==> config.mk <==
export PLATFORM = sky130hd
export DESIGN_NAME = isp_bayer_dgain
export DESIGN_NICKNAME = d
export VERILOG_FILES = /design/src/rtl/isp_dgain_pkg.sv /design/src/rtl/isp_bayer_pos.sv /design/src/rtl/isp_bayer_dgain.sv
export SDC_FILE = /design/constraint.sdc
export NUM_CORES = 1
export LEC_CHECK = 0
export ABC_CLOCK_PERIOD_IN_PS = 10900
export CAP_MARGIN = 20
export CORE_MARGIN = 5
export CORE_UTILIZATION = 35
export DETAILED_ROUTE_END_ITERATION = 8
export PLACE_DENSITY = 0.54
export SLEW_MARGIN = 20
export SYNTH_ARGS = -nofsm -noshare
export SYNTH_HDL_FRONTEND = slang
export SYNTH_SLANG_ARGS = --single-unit
==> constraint.sdc <==
create_clock -name pclk -period 10.9 [get_ports pclk]
set_input_delay 1.09 -clock pclk [delete_from_list [all_inputs] [get_ports pclk]]
set_output_delay 1.09 -clock pclk [all_outputs]
set_load 0.1 [all_outputs]
==> src/rtl/isp_dgain_pkg.sv <==
// Shared definitions for the raw-domain Bayer stages: channel encoding,
// CFA pattern codes and the width of the rounded gain product.
package isp_dgain_pkg;

    typedef enum logic [1:0] {
        CH_R  = 2'd0,
        CH_GR = 2'd1,
        CH_GB = 2'd2,
        CH_B  = 2'd3
    } channel_t;

    localparam logic [1:0] BAYER_RGGB = 2'd0;
    localparam logic [1:0] BAYER_GRBG = 2'd1;
    localparam logic [1:0] BAYER_GBRG = 2'd2;
    localparam logic [1:0] BAYER_BGGR = 2'd3;

    // Width left after adding the half-LSB (one guard bit) and dropping the fraction.
    function automatic int rnd_width(input int bits, input int gw, input int gf);
        return bits + gw + 1 - gf;
    endfunction

endpackage

==> src/rtl/isp_bayer_pos.sv <==
// Bayer position tracker: column/row parity of the current pixel plus the
// frame-boundary (vsync rising edge) strobe.
module isp_bayer_pos (
    input  logic pclk,
    input  logic rst_n,
    input  logic href,
    input  logic vsync,
    output logic x_par,
    output logic y_par,
    output logic vsync_rise
);

    logic href_prev;
    logic vsync_prev;
    logic x_q;
    logic href_rise;
    logic href_fall;

    assign href_rise  = href & ~href_prev;
    assign href_fall  = ~href & href_prev;
    assign vsync_rise = vsync & ~vsync_prev;

    // The first pixel of every line is column 0 even if href was never low long enough.
    assign x_par = href_rise ? 1'b0 : x_q;

    always_ff @(posedge pclk or negedge rst_n) begin
        if (!rst_n) begin
            href_prev  <= 1'b0;
            vsync_prev <= 1'b0;
            x_q        <= 1'b0;
            y_par      <= 1'b0;
        end else begin
            href_prev  <= href;
            vsync_prev <= vsync;
            x_q        <= href ? ~x_par : 1'b0;
            if (vsync_rise)
                y_par <= 1'b0;
            else if (href_fall)
                y_par <= ~y_par;
        end
    end

endmodule

==> src/rtl/isp_bayer_dgain.sv <==
// Per-channel fractional digital gain with frame-synchronous gain shadowing,
// round-half-up/saturate output and a per-frame clipped-pixel count.
module isp_bayer_dgain
    import isp_dgain_pkg::*;
#(
    parameter int BITS           = 12,
    parameter int WIDTH          = 1280,
    parameter int HEIGHT         = 960,
    parameter int GAIN_INT_BITS  = 4,
    parameter int GAIN_FRAC_BITS = 8,
    parameter int GW             = GAIN_INT_BITS + GAIN_FRAC_BITS,
    parameter int CNT_BITS       = $clog2(WIDTH * HEIGHT + 1)
) (
    input  logic                pclk,
    input  logic                rst_n,
    input  logic                isManual,
    input  logic [1:0]          bayer,
    input  logic [4*GW-1:0]     manual_gain,
    input  logic [4*GW-1:0]     ae_gain,
    input  logic                in_href,
    input  logic                in_vsync,
    input  logic [BITS-1:0]     in_raw,
    output logic                out_href,
    output logic                out_vsync,
    output logic [BITS-1:0]     out_raw,
    output logic                applied_ae,
    output logic [CNT_BITS-1:0] clip_count
);

    localparam int PW = BITS + GW;
    localparam int RW = rnd_width(BITS, GW, GAIN_FRAC_BITS);
    localparam logic [PW:0] HALF = (PW + 1)'(1) << (GAIN_FRAC_BITS - 1);

    function automatic logic [RW-1:0] round_half_up(input logic [PW-1:0] p);
        logic [PW:0] sum;
        sum = {1'b0, p} + HALF;
        return RW'(sum >> GAIN_FRAC_BITS);
    endfunction

    function automatic logic saturates(input logic [RW-1:0] r);
        return |r[RW-1:BITS];
    endfunction

    function automatic logic [BITS-1:0] saturate(input logic [RW-1:0] r);
        return saturates(r) ? '1 : r[BITS-1:0];
    endfunction

    logic              x_par;
    logic              y_par;
    logic              vsync_rise;
    logic              seen_first_vsync;
    logic              use_ae;
    logic [4*GW-1:0]   load_set;
    logic [1:0]        bayer_active;
    logic [GW-1:0]     gain_active [4];
    channel_t          ch_in;

    logic [BITS-1:0]   raw_p0;
    channel_t          ch_p0;
    logic              vld_p0;
    logic              vs_p0;
    logic [PW-1:0]     prod_p1;
    logic              vld_p1;
    logic              vs_p1;
    logic [RW-1:0]     rnd_p2;
    logic              clip_p2;
    logic [CNT_BITS-1:0] run_count;

    isp_bayer_pos u_pos (
        .pclk       (pclk),
        .rst_n      (rst_n),
        .href       (in_href),
        .vsync      (in_vsync),
        .x_par      (x_par),
        .y_par      (y_par),
        .vsync_rise (vsync_rise)
    );

    // AE gains become eligible only once a full frame boundary has been seen.
    assign use_ae   = ~isManual & seen_first_vsync;
    assign load_set = use_ae ? ae_gain : manual_gain;
    assign ch_in    = channel_t'(bayer_active ^ {y_par, x_par});

    always_ff @(posedge pclk or negedge rst_n) begin
        if (!rst_n) begin
            seen_first_vsync <= 1'b0;
            applied_ae       <= 1'b0;
            bayer_active     <= 2'd0;
            for (int i = 0; i < 4; i++)
                gain_active[i] <= '0;
        end else if (vsync_rise) begin
            seen_first_vsync <= 1'b1;
            applied_ae       <= use_ae;
            bayer_active     <= bayer;
            for (int i = 0; i < 4; i++)
                gain_active[i] <= load_set[i*GW +: GW];
        end
    end

    // S0: register pixel, channel and syncs
    always_ff @(posedge pclk or negedge rst_n) begin
        if (!rst_n) begin
            raw_p0 <= '0;
            ch_p0  <= CH_R;
            vld_p0 <= 1'b0;
            vs_p0  <= 1'b0;
        end else begin
            raw_p0 <= in_raw;
            ch_p0  <= ch_in;
            vld_p0 <= in_href;
            vs_p0  <= in_vsync;
        end
    end

    // S1: multiply by the channel gain
    always_ff @(posedge pclk or negedge rst_n) begin
        if (!rst_n) begin
            prod_p1 <= '0;
            vld_p1  <= 1'b0;
            vs_p1   <= 1'b0;
        end else begin
            prod_p1 <= PW'(raw_p0) * PW'(gain_active[ch_p0]);
            vld_p1  <= vld_p0;
            vs_p1   <= vs_p0;
        end
    end

    // S2: round, saturate and count clipped pixels
    assign rnd_p2  = round_half_up(prod_p1);
    assign clip_p2 = vld_p1 & saturates(rnd_p2);

    always_ff @(posedge pclk or negedge rst_n) begin
        if (!rst_n) begin
            out_raw   <= '0;
            out_href  <= 1'b0;
            out_vsync <= 1'b0;
        end else begin
            out_raw   <= vld_p1 ? saturate(rnd_p2) : '0;
            out_href  <= vld_p1;
            out_vsync <= vs_p1;
        end
    end

    // A clip landing on the frame-boundary cycle is dropped rather than carried over.
    always_ff @(posedge pclk or negedge rst_n) begin
        if (!rst_n) begin
            run_count  <= '0;
            clip_count <= '0;
        end else if (vsync_rise) begin
            clip_count <= run_count;
            run_count  <= '0;
        end else if (clip_p2 && run_count != '1) begin
            run_count <= run_count + 1'b1;
        end
    end

endmodule

==> results of run 1 <==
==> layout make-up <==
| type | count | area [um^2] |
|---|---|---|
| Clock inverter | 14 | 159 |
| Tap cell | 396 | 495 |
| Multi-Input combinational cell | 764 | 6370 |
| Fill cell | 2961 | 17200 |
| Sequential cell | 145 | 3630 |
| Inverter | 132 | 495 |
| Timing Repair Buffer | 157 | 1580 |
| Clock buffer | 18 | 439 |
==> logic make-up after synthesis <==
group | Yosys count
and+or+nand+nor | 384
buffers and inverters | 187
adders and majority gates | 159
DFF | 145
AOI/OAI and AO/OA | 112
muxes | 62
xor gates and xnor gates | 47
==> per-stage QoR <==
step	hold WS (ns)	setup WS [ns]
CTS	0.366	4.46
global route	0.386	4.15
finish	0.361	4.55
floorplan	0.331	5.00
global placement	0.335	4.56
detailed placement	0.344	4.48
==> cell usage after synthesis (6+ instances only) <==
cell type	n
a21boi_0	12
a21o_1	6
a21oi_1	17
and2_1	54
and3_1	9
buf_1	7
clkbuf_1	43
dfrtp_1	145
fa_1	99
ha_1	60
inv_1	132
mux2i_1	50
mux4_2	11
nand2_1	230
nand3_1	18
nor2_1	30
nor3_1	8
o21ai_0	58
or3_1	6
xnor2_1	32
xor2_1	15
==> sequential cells by signal, summed over array words and instances (netlist names), 2 cells and up <==
name	cells
bayer_active	2
ch_p0	2
clip_count	21
gain_active	48
out_raw	12
prod_p1	17
raw_p0	12
run_count	21
==> path summary, 6_finish.rpt <==
path,from,end,slack (ns),cells past startpoint
hold / removal,vs_p1,out_vsync,0.36,0
setup reg to reg,ch_p0[0],prod_p1[18],4.55,19
setup / recovery,ch_p0[0],prod_p1[18],4.55,19
hold reg to reg,vs_p1,out_vsync,0.36,0
min in group asynchronous,rst_n,clip_count[11],0.67,1
max in group asynchronous,rst_n,raw_p0[3],8.89,2
==> routing by layer <==
| metal | up-vias | routed length [um] |
|---|---|---|
| met2 | 171 | 11900 |
| li1 | 3721 | - |
| met4 | 0 | 468 |
| met3 | 30 | 1170 |
| met1 | 3720 | 11600 |
| met5 | - | 0 |
==> impl_metrics.ini, run 1 <==
[clock_network]
ctsResizeCount = 0
clkTransAtPathRegs_ns = 0.08
post_cts_buffers = 0
numCtsBuffers = 17
numClockSinks = 145
cts-hold-fix-buffers = 0
insertion_delay_ns = 0.43
cts_root_buf = clkbuf_16
cts_tree = done
clock_path_buffers = 2
ctsHtreeMaxLevel = 4

[cells_and_area]
mostFrequentLayoutCells = nand2_1, clkdlybuf4s50_1, dfrtp_1
areaGrowthSynthToFinish_pct = 23.3
instances_no_fill = 1626
fin_area_um2 = 13200
nets = 1491
drive_gt1_share_pct = 5.20
final_common_cell = nand2_1
finish.utilization_pct = 43.4
antenna_cells = 0

[floorplanning]
row_count = 64
io_pins = 151
dieHeight_um = 185
initial_utilization_pct = 35.2
coreArea_um2 = 30300
dieArea_um2 = 34100
die_w_um = 185

[logic_synthesis]
ys_seq_area_share_pct = 34.0
syn-instance-count = 1096
synthAdderAreaFrac_pct = 25.6
yosys_warnings = 0
yosys_most_used_dff = dfrtp_1
synth_compound_area_share_pct = 6.43
synth_top_area_share_pct = 34.0
synth_top_family_by_area = adder cells
synth_cell_types = 50
syn-num-nets = 1370
async_flop_share_pct = 100
syn_area_um2 = 10700
yosys.area.top_type = dfrtp_1
synth_edf_count = 0
yosys.area_share.xor_xnor_pct = 3.85
yosys-top-cells-area = dfrtp_1, fa_1, nand2_1
ys_ff_latch = 145
synth_mux_area_share_pct = 7.11
synthSimpleGateAreaFrac_pct = 16.4
syn_area_per_cell_um2 = 9.74

[sta]
final_hold_viol_count = 0
worst_pin_slew_ns = 1.09
drv_slew = 0
max-slew-margin-rel_pct = 27.3
grt_setup_unrepaired = false
fmax_ghz = 0.157
finalClockSkew_ns = 0.0257
post-route-min-period_ns = 6.35
post-route-period-util_pct = 58.3
setup_viol = 0
fin_setup_tns_ns = 0

[setup_path]
cp_top_family = adder cells
required_ns = 11.24
cp.arrival_ns = 6.70
cpPeakStageDelay_ns = 0.82
start_kind = register
cp_slowest_cell = dfrtp_1
cpMostUsedCell = fa_1
critPathMaxFanout = 15
critical_path_buf_inv_count = 4
end_kind = register
cp_cell_sequence = mux4_2, and2_1, fa_1, inv_1, fa_1, inv_1, fa_1, fa_1, inv_1, fa_1, inv_1, ha_1, o21a_1, o21ai_0, nand2b_1, o31a_1, a211o_1, a21oi_2, xnor2_1
worst-setup-path-type = reg2reg

[drt]
num_vias = 7642
drt-pass1-iter-count = 7
drt_iter0_drc = 359
via_per_inst = 4.70
final_antenna_net_count = 0
wl_per_cell_um = 15.5
drcViolationCount = 0
totalWireLength_um = 25200

[grt]
grt_busiest_layer = met2
use_met2_pct = 24.5
antenna_found_initial = 0
gr-total-overflow = 0
use_met3_pct = 3.08
grt_max_degree = 125
use_met1_pct = 21.2
grt_usage_pct = 15.3
grt_pass1_wl_um = 41700
grt_pass1_vias = 8192

[job]
maxCapViolCount = 0

[place]
gp_congestion = 0.838
dp_hpwl_um = 19200
dp_cells = 1593
port_buffers = 150
postPlaceCellArea_um2 = 12500

[worst_hold_path]
hp-class = reg2reg

[run_status]
outcome = finished, final reports clean
Power of run 1 is left out: the tool's default activity adds up to more than one toggle a clock period on the data nets, which glitch-free logic cannot reach.
==> run 2, diff against run 1 <==
--- a/config.mk
+++ b/config.mk
@@ -5,7 +5,7 @@
 export SDC_FILE = /design/constraint.sdc
 export NUM_CORES = 1
 export LEC_CHECK = 0
-export ABC_CLOCK_PERIOD_IN_PS = 10900
+export ABC_CLOCK_PERIOD_IN_PS = 5910
 export CAP_MARGIN = 20
 export CORE_MARGIN = 5
 export CORE_UTILIZATION = 35
==> constraint.sdc (replaced) <==
create_clock -name pclk -period 5.91 [get_ports pclk]
set_input_delay 0.591 -clock pclk [delete_from_list [all_inputs] [get_ports pclk]]
set_output_delay 0.591 -clock pclk [all_outputs]
set_load 0.1 [all_outputs]
==> impl_metrics.ini, run 2 (synthesis results as in run 1) <==
[cells_and_area]
n_fill_cell = 2899
instances_no_fill = 1654
nets = 1519
antenna_cells = 0
largest_reg_flops = 48
finish.utilization_pct = 44.5
reg_top3 = gain_active x48, clip_count x21, run_count x21
final_common_cell = nand2_1
mostFrequentLayoutCells = nand2_1, clkdlybuf4s50_1, dfrtp_1
drive_gt1_share_pct = 8.11
top_register = gain_active
areaGrowthSynthToFinish_pct = 26.6
fin_area_um2 = 13500

[floorplanning]
io_pins = 151
initial_utilization_pct = 35.2
row_count = 64
die_w_um = 185
dieArea_um2 = 34100
dieHeight_um = 185
coreArea_um2 = 30300

[drt]
via_per_inst = 4.74
drt-pass1-iter-count = 5
drcViolationCount = 0
num_vias = 7835
final_antenna_net_count = 0
drt_iter0_drc = 469
wl_per_cell_um = 15.8
totalWireLength_um = 26200

[clock_network]
clkTransAtPathRegs_ns = 0.08
numCtsBuffers = 17
numClockSinks = 145
insertion_delay_ns = 0.44
cts-hold-fix-buffers = 0
clock_path_buffers = 2
cts_tree = done
ctsHtreeMaxLevel = 4
cts_root_buf = clkbuf_16

[grt]
grt_max_degree = 100
grt_pass1_vias = 8310
grt_pass1_wl_um = 42400
gr-total-overflow = 0
antenna_found_initial = 0
grt_usage_pct = 15.6

[sta]
max-slew-margin-rel_pct = 33.9
whs_ns = 0.153
worst_pin_slew_ns = 0.988
post-route-period-util_pct = 97.6
final_hold_viol_count = 0
finalClockSkew_ns = 0.0194
drv_slew = 0
setup_viol = 0
fmax_ghz = 0.173
post-route-min-period_ns = 5.77

[run_status]
outcome = finished, final reports clean

[setup_path]
r2r_cells = 19
r2r_end = prod_p1[23]
endpoint = prod_p1[23]
cp.arrival_ns = 6.08
startpoint = ch_p0[0]
worst-setup-path-type = reg2reg
r2r_start = ch_p0[0]
start_kind = register
required_ns = 6.22
r2r_setup_slack_ns = 0.14
critPathMaxFanout = 8
end_kind = register

[place]
dp_hpwl_um = 20000
dp_cells = 1611
port_buffers = 150
gp_congestion = 0.866
postPlaceCellArea_um2 = 12700

[job]
maxCapViolCount = 0

[worst_hold_path]
hp-class = in2async
==> run 2: layout make-up <==
type / instances / area, um^2 / share of cell area, %
clock inverter: 15 / 206 / 1.53
tap: 396 / 495 / 3.66
sequential: 145 / 3630 / 26.8
timing repair buffer: 185 / 1820 / 13.4
inverter: 132 / 495 / 3.66
clock buffer: 17 / 425 / 3.15
multi-input combinational: 764 / 6450 / 47.7
==> run 2: per-stage QoR <==
step,setup TNS (ns),setup WS (ns)
2_1_floorplan,0,0.00571
3_3_place_gp,0,0.117
3_5_place_dp,0,0.0206
4_1_cts,0,0.0127
5_1_grt,-0.0401,-0.0288
6_report,0,0.143
==> run 2: worst min path at each step <==
stage                      from        endpoint  slack, ns  depth (start not counted)
after floorplan           rst_n      applied_ae       0.30                          0
after global placement    vs_p1       out_vsync       0.33                          0
after detailed placement  vs_p1       out_vsync       0.35                          0
after CTS                 rst_n  clip_count[11]       0.20                          1
after global routing      rst_n  clip_count[11]       0.23                          1
final                     rst_n  clip_count[11]       0.15                          1
==> run 2: timing repair <==
item | CTS | global route
endpoints found under the setup margin | 1 | 7
resized for setup | 0 | 17
cloned | 0 | 1
hold endpoints to repair | 0 | 0
buffers inserted | 1 | 9
pin swaps | 0 | 8
==> run 2: per-layer routing <==
metal	GRT usage [%]	up-vias	part of all wire (%)
met5	0	-	0
met4	3.64	0	1.1
met3	3.47	22	5.2
met2	25.0	201	47
met1	21.7	3835	47
li1	-	3777	-
==> run 2: worst max-delay path, cell delays in order (launching register included) <==
cell and delay [ns]:
dfrtp_2 0.41, buf_12 0.14, mux4_2 0.63, and2_4 0.22, fa_1 0.47, ha_1 0.23
fa_1 0.53, inv_1 0.05, fa_1 0.46, fa_1 0.54, inv_1 0.06, ha_4 0.28
nand2_1 0.06, or3_4 0.40, nor4b_4 0.38, nor2_1 0.10, o31ai_2 0.25, buf_4 0.18
a41o_1 0.17, nand3_1 0.07
Power of run 2 is left out for the same reason.
